==> config.mk <==
export PLATFORM = sky130hd
export DESIGN_NAME = multu_seq_flat
export DESIGN_NICKNAME = d
export VERILOG_FILES = /design/src/rtl/multu_seq_pkg.sv /design/src/rtl/multu_seq_if.sv /design/src/rtl/multu_step.sv /design/src/rtl/multu_seq.sv /design/src/flat_wrapper.sv
export SDC_FILE = /design/constraint.sdc
export NUM_CORES = 1
export LEC_CHECK = 0
export CORE_MARGIN = 3
export CORE_UTILIZATION = 50
export CTS_CLUSTER_DIAMETER = 40
export DETAILED_ROUTE_END_ITERATION = 6
export PLACE_DENSITY = 0.76
export SLEW_MARGIN = 5
export SYNTH_ARGS = -nofsm -noshare
export SYNTH_HDL_FRONTEND = slang
export SYNTH_HIERARCHICAL = 1
export SYNTH_SLANG_ARGS = --single-unit
==> constraint.sdc <==
create_clock -name clk -period 12.6 [get_ports clk]
set_clock_uncertainty 0.15 [all_clocks]
set_input_delay 1.26 -clock clk [delete_from_list [all_inputs] [get_ports clk]]
set_output_delay 1.26 -clock clk [all_outputs]
set_load 0.02 [all_outputs]
==> src/rtl/multu_seq_pkg.sv <==
// Shared definitions for the sequential shift-add multiplier (multu_seq).
// Holds the default operand width, the derived product width, the control
// state encoding and the fixed operation latency.
package multu_seq_pkg;

  localparam int DEF_WIDTH  = 32;
  localparam int DEF_PROD_W = 2 * DEF_WIDTH;
  localparam int DEF_CNT_W  = 6;

  // Start edge to product-valid edge, in clock edges; independent of operand values.
  localparam int LATENCY = DEF_WIDTH;

  typedef enum logic [1:0] {
    ST_IDLE = 2'd0,
    ST_RUN  = 2'd1,
    ST_DONE = 2'd2
  } state_t;

endpackage

==> src/rtl/multu_seq_if.sv <==
// Handshake/data bundle between the EX-stage requester and multu_seq.
// Optional signed support is enabled with macro MULTU_SEQ_SIGNED_EN,
// which adds the is_signed request qualifier.
//
// Handshake: the requester raises start for one cycle with a/b (and
// is_signed) valid in the same cycle; the request is accepted only when
// busy=0. busy stays high while iterating, done pulses for one cycle when
// product has just been updated, and product is held until the next
// completion. dbg_state mirrors the control FSM state for observation.
interface multu_seq_if import multu_seq_pkg::*; #(
  parameter int WIDTH = DEF_WIDTH
) ();

  logic                 start;
  logic [WIDTH-1:0]     a;
  logic [WIDTH-1:0]     b;
`ifdef MULTU_SEQ_SIGNED_EN
  logic                 is_signed;
`endif
  logic                 busy;
  logic                 done;
  logic [2*WIDTH-1:0]   product;
  state_t               dbg_state;

`ifdef MULTU_SEQ_SIGNED_EN
  modport master (output start, a, b, is_signed,
                  input  busy, done, product, dbg_state);
  modport slave  (input  start, a, b, is_signed,
                  output busy, done, product, dbg_state);
`else
  modport master (output start, a, b,
                  input  busy, done, product, dbg_state);
  modport slave  (input  start, a, b,
                  output busy, done, product, dbg_state);
`endif

endinterface

==> src/rtl/multu_step.sv <==
// One shift-add iteration of the multiplier datapath. Purely combinational
// so several copies can later be chained to retire more bits per cycle.
// acc holds {partial_high, remaining_multiplier_bits}; the low bit decides
// whether the multiplicand is added into the high half before shifting.
module multu_step import multu_seq_pkg::*; #(
  parameter int WIDTH = DEF_WIDTH
) (
  input  logic [2*WIDTH-1:0] i_acc,
  input  logic [WIDTH-1:0]   i_mcand,
  output logic [2*WIDTH-1:0] o_acc_next
);

  logic [WIDTH:0] w_sum;

  // Conditional add with the carry kept, then a logical right shift by one.
  always_comb begin
    w_sum = {1'b0, i_acc[2*WIDTH-1:WIDTH]};
    if (i_acc[0]) begin
      w_sum = {1'b0, i_acc[2*WIDTH-1:WIDTH]} + {1'b0, i_mcand};
    end
    o_acc_next = {w_sum, i_acc[WIDTH-1:1]};
  end

endmodule

==> src/rtl/multu_seq.sv <==
// Multi-cycle shift-add MULTU unit for the EX stage. Accepts two operands
// on a start pulse, iterates WIDTH cycles, then loads the 2*WIDTH-bit
// product and pulses done. product is held between operations so the HI/LO
// write path always sees a stable value.
// Optional macro MULTU_SEQ_SIGNED_EN adds signed multiply via is_signed:
// magnitudes are iterated and the result is negated at the product load.
module multu_seq import multu_seq_pkg::*; #(
  parameter int WIDTH = DEF_WIDTH,
  parameter int CNT_W = DEF_CNT_W
) (
  input  logic          clk,
  input  logic          reset,
  multu_seq_if.slave    bus
);

  localparam int PW = 2 * WIDTH;

  state_t               r_state;
  logic [WIDTH-1:0]     r_mcand;
  logic [PW-1:0]        r_acc;
  logic [CNT_W-1:0]     r_cnt;
  logic                 r_done;
  logic [PW-1:0]        r_product;

  logic [PW-1:0]        w_acc_next;
  logic [PW-1:0]        w_final;
  logic [WIDTH-1:0]     w_a_mag;
  logic [WIDTH-1:0]     w_b_mag;
  logic                 w_last;

`ifdef MULTU_SEQ_SIGNED_EN
  logic                 r_neg;
  logic                 w_a_neg;
  logic                 w_b_neg;

  // Signed requests iterate on magnitudes; the most negative value's
  // magnitude still fits in WIDTH unsigned bits.
  always_comb begin
    w_a_neg = bus.is_signed & bus.a[WIDTH-1];
    w_b_neg = bus.is_signed & bus.b[WIDTH-1];
    w_a_mag = w_a_neg ? (-bus.a) : bus.a;
    w_b_mag = w_b_neg ? (-bus.b) : bus.b;
    w_final = r_neg ? (-w_acc_next) : w_acc_next;
  end
`else
  // Unsigned only: operands are used as-is and the final acc is the product.
  always_comb begin
    w_a_mag = bus.a;
    w_b_mag = bus.b;
    w_final = w_acc_next;
  end
`endif

  multu_step #(.WIDTH(WIDTH)) u_step (
    .i_acc      (r_acc),
    .i_mcand    (r_mcand),
    .o_acc_next (w_acc_next)
  );

  assign w_last = (r_cnt == CNT_W'(WIDTH - 1));

  // Control FSM and datapath registers; all outputs except busy are registered.
  always_ff @(posedge clk or posedge reset) begin
    if (reset) begin
      r_state   <= ST_IDLE;
      r_mcand   <= '0;
      r_acc     <= '0;
      r_cnt     <= '0;
      r_done    <= 1'b0;
      r_product <= '0;
`ifdef MULTU_SEQ_SIGNED_EN
      r_neg     <= 1'b0;
`endif
    end else begin
      case (r_state)
        ST_IDLE, ST_DONE: begin
          r_done <= 1'b0;
          if (bus.start) begin
            r_mcand <= w_a_mag;
            r_acc   <= {{WIDTH{1'b0}}, w_b_mag};
            r_cnt   <= '0;
            r_state <= ST_RUN;
`ifdef MULTU_SEQ_SIGNED_EN
            r_neg   <= w_a_neg ^ w_b_neg;
`endif
          end else begin
            r_state <= ST_IDLE;
          end
        end
        ST_RUN: begin
          // start is ignored here: operands are not relatched mid-operation.
          r_acc <= w_acc_next;
          r_cnt <= r_cnt + CNT_W'(1);
          if (w_last) begin
            r_product <= w_final;
            r_done    <= 1'b1;
            r_state   <= ST_DONE;
          end
        end
        default: begin
          r_done  <= 1'b0;
          r_state <= ST_IDLE;
        end
      endcase
    end
  end

  assign bus.busy      = (r_state == ST_RUN);
  assign bus.done      = r_done;
  assign bus.product   = r_product;
  assign bus.dbg_state = r_state;

endmodule
==> src/flat_wrapper.sv <==
// flat-port wrapper written by rule: the top's interface ports become plain ports
module multu_seq_flat import multu_seq_pkg::*;
#(
  parameter int WIDTH = DEF_WIDTH,
  parameter int CNT_W = DEF_CNT_W
)
  (clk, reset, bus_start, bus_a, bus_b, bus_busy, bus_done, bus_product, bus_dbg_state);
  multu_seq_if #(.WIDTH(WIDTH)) bus_i ();
  input  logic clk;
  input  logic reset;
  input wire logic [$bits(bus_i.start)-1:0] bus_start;
  input wire logic [$bits(bus_i.a)-1:0] bus_a;
  input wire logic [$bits(bus_i.b)-1:0] bus_b;
  output wire logic [$bits(bus_i.busy)-1:0] bus_busy;
  output wire logic [$bits(bus_i.done)-1:0] bus_done;
  output wire logic [$bits(bus_i.product)-1:0] bus_product;
  output wire logic [$bits(bus_i.dbg_state)-1:0] bus_dbg_state;
  assign bus_i.start = bus_start;
  assign bus_i.a = bus_a;
  assign bus_i.b = bus_b;
  assign bus_busy = bus_i.busy;
  assign bus_done = bus_i.done;
  assign bus_product = bus_i.product;
  assign bus_dbg_state = bus_i.dbg_state;
  multu_seq #(.WIDTH(WIDTH), .CNT_W(CNT_W)) u_core (.clk(clk), .reset(reset), .bus(bus_i));
endmodule
==> key figures, run 1 <==
Outcome
  – Outcome: complete, no violations

Worst setup path
  – Reg-to-reg slack, setup: 8.95 ns
  – Critical Path Source Type: flip-flop
  – Reg2reg end: u_core/bus.product[40]
  – Arrival time worst endpoint: 2.43 ns
  – CP Cell Sequence: and2b_2 -> buf_4 -> clkdlybuf4s50_1
  – Crit Path Max Fanout: 75
  – Worst R2R Start: u_core/bus.done
  – CP Capture Type: output port
  – Top delay family on crit path: buffers and inverters
  – Crit Path Category: flip-flop to output port
  – Crit path buf inv count: 2
  – Worst Reg-to-Reg Cells: 5
  – Critical path required time: 11.19 ns
  – Slowest stage delay, CP: 0.75 ns
  – Slowest CP cell: clkdlybuf4s50_1

Synth
  – Largest area contributor in the netlist: dfrtp_1
  – Ys flop type: dfrtp_1
  – Post-Synthesis Cells: 810
  – Mapped Area: 0.00902 mm^2
  – Sequential element share of the synthesized area: 46.6%
  – Largest family of logic cells by synthesized area: compound AO/OA/AOI/OAI gates
  – Flops & latches, synth: 168
  – Compound-Gate Fraction of Synth Area: 17.0%
  – Simple-gate share of the synthesized area: 9.84%
  – Yosys cell types: 60
  – Fraction of registers with async set/reset: 100%
  – Mapped Avg Cell Area: 11.1 um^2
  – Mux cell area share after synthesis: 13.6%
  – Syn Nets: 911
  – Xor and xnor area share after synthesis: 2.23%
  – Synth top area share: 46.6%
  – Main area contributors after synthesis: dfrtp_1 47%, mux2_4 8.2%, a22o_1 6.4%
  – Yosys Warn Count: 6
  – Post-synth EDFFs: 0
  – Synth Area in Adders: 4.80%

Timing
  – Tightest Pin Transition: 0.973 ns
  – Max-slew headroom: 34.8%
  – Setup_tns: 0 ns
  – Minimum clock period: 3.84 ns
  – Min Hold Slack: 0.335 ns
  – Achievable Freq: 0.260 GHz
  – Fin. max-slew vios: 0
  – Fin crit share: 30.5%
  – Unrepaired setup endpoints after global routing: false
  – Final Setup Violations: 0
  – Hold Fails Final Rpt: 0

Finish
  – Synthesis-to-finish area growth: 20.4%
  – Fill cell count: 1,385
  – Share of cells above drive strength 1: 15.9%
  – Final Net Count: 995
  – Most common cell after layout, fill and taps aside: dfrtp_1
  – Most frequent cells in the layout: 168 x dfrtp_1, 134 x clkdlybuf4s50_1, 127 x nand2_1
  – ANT cells: 0

Detailed routing
  – DRC violations left: 0
  – Vias: 6,318
  – DR iter-0 viols: 379
  – Post-route ant nets: 0
  – Routed length per placed instance: 17.4 um
  – Vias per inst: 5.58
  – Total iterations of the first detailed-routing run: 5
  – Routed WL: 19,700 um

Clocking
  – Root Driver: clkbuf_16
  – Clock latency on the worst-skew pair: 0.42 ns
  – Clock slew seen by the registers of the worst setup and hold paths: 0.07 ns
  – CTS Hold Buffers Added: 0
  – CTS Sinks: 168
  – CTS max path bufs: 2
  – Post-cts gate resize count: 0
  – H-tree levels: 4
  – # Post-CTS Setup Buffers: 0
  – CTS tree: built
  – Num CTS Buffers: 17

Placement
  – RePlAce Congestion: 0.837
  – Detail Placement HPWL: 12,900 um
  – IO buf count: 134

Floorplanning
  – Initial Util: 51.6%
  – Die area: 0.0197 mm^2
  – # IOs: 135
  – Total core area: 0.0175 mm^2
  – # rows: 48
  – Die Ht: 140 um
  – Die X: 140 um

GRT
  – First-pass GRT wire length: 32,800 um
  – Largest net degree at the start of global routing: 101
  – GR Util All Layers: 20.2%
  – Initial antenna violation count: 0
  – Vias in the first global route: 6,468
  – GR Overflow Total: 0

Power and ir drop
  – Pleak: 0.00534 uW
  – Worst-case vdd ir drop: 126 uV
  – Pwr dens: 299 mW/mm^2

Worst hold path
  – Min-Delay Endpoint: u_core/r_mcand[31]
  – Cell count of the worst hold path: 2
  – Worst Hold Class: flip-flop to flip-flop
  – HP Start: u_core/r_mcand[31]

Job
  – Max_cap viols: 0
metal layers:
layer	part of all wire (%)	global-route usage, %
met1	48	28.4
met2	47	32.6
met3	3.8	3.28
met4	0.92	5.41
met5	0	0
synthesized netlist by cell type (13+ instances only):
library cell    n
a21oi_1        29
clkbuf_1       17
a21o_1         46
xnor2_1        15
ha_1           33
dfrtp_1       168
buf_4          32
a22o_1         66
o21ai_0        16
nand2_1       127
mux2_2         40
mux2_4         49
inv_1          13
buf_2          14
nor2_1         21
stage by stage:
step / instance area [um^2] / utilization (%) / setup WS (ns) / power [uW] / cells
final: 10900 / 62.2 / 8.76 / 3250 / 1132
after global routing: 10900 / 62.2 / 8.63 / 3490 / 1132
after CTS: 10900 / 62.2 / 8.72 / 3260 / 1132
after detailed placement: 10200 / 58.5 / 8.91 / 2680 / 1100
after global placement: 10200 / 58.5 / 8.95 / 2650 / 1100
after floorplan: 9020 / - / 6.64 / 2310 / 810
report_power, final:
group	switching [uW]	leakage (uW)	internal [uW]
sequential	174	0.00214	782
clock	229	0.000302	325
combinational	888	0.00289	854
total	1290	0.00534	1960
registers in the layout, indices dropped and copies added (netlist names):
signal and cells:
u_core/bus.product 64, u_core/r_acc 64, u_core/r_mcand 32, u_core/r_cnt 6, u_core/bus.dbg_state 1, u_core/bus.done 1
area by class of cell:
class / count / area (um^2) / area share [%]
Tap cell: 225 / 282 / 2.59
Timing Repair Buffer: 141 / 1390 / 12.8
Clock buffer: 19 / 443 / 4.08
Inverter: 13 / 53.8 / 0.495
Sequential cell: 168 / 4200 / 38.7
Clock inverter: 13 / 188 / 1.73
Multi-Input combinational cell: 553 / 4300 / 39.6
worst max-delay path by stage:
stage / slack [ns] / start / end / depth (start not counted)
2_1_floorplan: 6.64 / reset / u_core/bus.dbg_state[0] / 1
3_3_place_gp: 8.95 / bus_start / u_core/r_cnt[0] / 6
3_5_place_dp: 8.91 / bus_start / u_core/r_cnt[0] / 6
4_1_cts: 8.72 / u_core/bus.dbg_state[0] / bus_busy / 3
5_1_grt: 8.63 / u_core/bus.done / bus_busy / 3
6_report: 8.76 / u_core/bus.done / bus_busy / 3
cell families (layout without fill, tap and decap cells):
| group | Yosys count | count (layout) |
|---|---|---|
| AO/OA/AOI/OAI | 202 | 202 |
| AND/OR/NAND/NOR | 201 | 201 |
| flip-flops | 168 | 168 |
| multiplexers | 93 | 93 |
| buffers and inverters | 89 | 186 |
| adder cells (fa/ha/maj) | 34 | 34 |
| XOR/XNOR | 23 | 23 |
worst min-delay path, stage by stage (launching register included):
cell	delay, ns
dfrtp_1	0.35
nand2_1	0.05
nand2_1	0.05
Power figures use the tool's default switching activity.
==> inputs of run 2 (changes only) <==
==> constraint.sdc (replaced) <==
create_clock -name clk -period 3.56 [get_ports clk]
set_clock_uncertainty 0.15 [all_clocks]
set_input_delay 0.356 -clock clk [delete_from_list [all_inputs] [get_ports clk]]
set_output_delay 0.356 -clock clk [all_outputs]
set_load 0.02 [all_outputs]
==> run 2 against run 1 <==
  * Final cell count grew 0.71%
  * Combinational power grew to 3.6 times the previous value
  * Die area unchanged
  * Worst setup slack lost 8.4 ns
  * Cell area is 0.91% higher
  * Wire length up 3.1%
  * Register-to-register slack lost 8.6 ns
  * Via count is 2.5% higher
  * Sequential power rose to 3.5 times the previous value
  * Clock-buffer cell count decreased by 1
  * First-iteration DRC count increased by 5.8%
  * Global-route usage rose by 0.86 points
==> key figures, run 2 (synthesis results as in run 1) <==
Worst setup path
  – Critical Path Source Type: flip-flop
  – Crit Path Max Fanout: 5 (-93%)
  – CP Capture Type: flip-flop
  – Cell mode on critical path: o31ai_2
  – Slowest stage delay, CP: 0.41 ns (-0.34 ns)
  – Crit Path Category: flip-flop to flip-flop
  – Slowest CP cell: fa_1
  – Reg-to-reg slack, setup: 0.32 ns (-8.63 ns)
  – Worst R2R Start: u_core/r_acc[32]
  – CP Cell Sequence: ha_1 -> fa_1 -> a21oi_1 -> o22ai_1 -> o31ai_2 -> o31a_4 -> a21oi_2 -> o2111ai_1 -> and4_4 -> o31ai_2 -> mux2_4
  – Worst Reg-to-Reg Cells: 11 (+6)
  – Reg2reg end: u_core/bus.product[57]
  – Arrival time worst endpoint: 3.40 ns (+0.97 ns)
  – Critical path required time: 3.71 ns (-7.48 ns)

GRT
  – GR Overflow Total: 0 (unchanged)
  – Vias in the first global route: 6,577 (+1.7%)
  – Largest net degree at the start of global routing: 67 (-34%)
  – First-pass GRT wire length: 33,700 um (+2.8%)
  – GR Util All Layers: 21.0% (+0.86 points)
  – Initial antenna violation count: 0 (unchanged)

Timing
  – Hold Fails Final Rpt: 0 (unchanged)
  – Min Hold Slack: 0.281 ns (-0.0539 ns)
  – Max-slew headroom: 45.3% (+10 points)
  – Minimum clock period: 3.24 ns
  – Tightest Pin Transition: 0.819 ns (-0.153 ns)
  – Setup_tns: 0 ns (unchanged)
  – Unrepaired setup endpoints after global routing: false
  – Fin. max-slew vios: 0 (unchanged)
  – Final Setup Violations: 0 (unchanged)
  – Fin crit share: 91.1%
  – Achievable Freq: 0.308 GHz

Detailed routing
  – Vias: 6,477 (+2.5%)
  – Vias per inst: 5.68 (+1.8%)
  – Routed WL: 20,300 um (+3.1%)
  – Total iterations of the first detailed-routing run: 5 (unchanged)
  – DRC violations left: 0 (unchanged)
  – DR iter-0 viols: 401 (+5.8%)
  – Post-route ant nets: 0 (unchanged)
  – Routed length per placed instance: 17.8 um (+2.4%)

Placement
  – Detail Placement HPWL: 13,600 um (+5.2%)
  – RePlAce Congestion: 0.895 (+6.9%)
  – IO buf count: 134 (unchanged)
  – Cell Area, Placed: 0.0103 mm^2 (+0.82%)

Finish
  – Final Net Count: 1,003 (+0.80%)
  – Design Area, Final: 0.0110 mm^2 (+0.91%)
  – ANT cells: 0 (unchanged)
  – Synthesis-to-finish area growth: 21.5%
  – Share of cells above drive strength 1: 16.7% (+0.84 points)
  – Most frequent cells in the layout: 168 x dfrtp_1, 134 x clkdlybuf4s50_1, 127 x nand2_1
  – Fill cell count: 1,416 (+2.2%)
  – Most common cell after layout, fill and taps aside: dfrtp_1

Power and ir drop
  – Pwr dens: 1060 mW/mm^2 (+260%)
  – Pleak: 0.00539 uW (+1.1%)
  – Worst-case vdd ir drop: 498 uV (+300%)

Floorplanning
  – Die Ht: 140 um (unchanged)
  – Die X: 140 um (unchanged)
  – Total core area: 0.0175 mm^2 (unchanged)
  – Initial Util: 51.6% (unchanged)
  – Die area: 0.0197 mm^2 (unchanged)
  – # rows: 48 (unchanged)
  – # IOs: 135 (unchanged)

Clocking
  – CTS Sinks: 168 (unchanged)
  – H-tree levels: 4 (unchanged)
  – Num CTS Buffers: 17 (unchanged)
  – CTS tree: built
  – # Post-CTS Setup Buffers: 0 (unchanged)
  – CTS max path bufs: 2 (unchanged)
  – Clock latency on the worst-skew pair: 0.42 ns (about the same)
  – Clock slew seen by the registers of the worst setup and hold paths: 0.07 ns (about the same)
  – Post-cts gate resize count: 0 (unchanged)
  – CTS Hold Buffers Added: 0 (unchanged)
  – Root Driver: clkbuf_16

Worst hold path
  – Worst Hold Class: input pin to async pin

Job
  – Max_cap viols: 0 (unchanged)

Outcome
  – Outcome: complete, no violations
run 2: area by class of cell:
cell class	instances	area (um^2)	share of cell area [%]
Clock buffer	18	439	4.01
Clock inverter	14	206	1.88
Inverter	13	52.6	0.479
Multi-Input combinational cell	553	4300	39.2
Sequential cell	168	4200	38.4
Tap cell	225	282	2.57
Timing Repair Buffer	149	1480	13.5
run 2: worst max path at each step:
stage | slack, ns | cells past startpoint | start | to
global placement | 0.44 | 11 | u_core/r_acc[32] | u_core/bus.product[57]
global route | 0.16 | 10 | u_core/r_acc[36] | u_core/bus.product[56]
CTS | 0.35 | 11 | u_core/r_acc[32] | u_core/bus.product[61]
floorplan | 0.65 | 11 | u_core/r_acc[32] | u_core/bus.product[57]
detailed placement | 0.38 | 11 | u_core/r_acc[32] | u_core/bus.product[57]
finish | 0.32 | 11 | u_core/r_acc[32] | u_core/bus.product[57]
run 2: layer usage:
layer / up-vias / track usage (%) / part of all wire (%)
met3: 13 / 4.44 / 4.6
met1: 3233 / 29.8 / 48
li1: 3065 / - / -
met2: 166 / 33.1 / 47
met4: 0 / 5.25 / 1.0
met5: - / 0 / 0
run 2: power breakdown:
group	internal [uW]	switching [uW]	total, uW
Clock	1220	800	2020
Sequential	2770	612	3380
Combinational	3040	3220	6260
run 2: through the flow:
step	total power (uW)	setup slack, ns	std cells	utilization, %
after floorplan	8160	0.647	810	-
after global placement	9420	0.437	1108	59.0
after detailed placement	9550	0.377	1108	59.0
after CTS	11600	0.351	1140	62.7
after global routing	12500	0.160	1140	62.7
final	11700	0.316	1140	62.7
run 2: worst max-delay path, delay by kind of cell (launching register included):
kind            cells  cell delay, ns
mux                 1            0.28
simple gates        1            0.25
flops               1            0.40
compound gates      7            1.40
fa+ha+maj           2            0.65
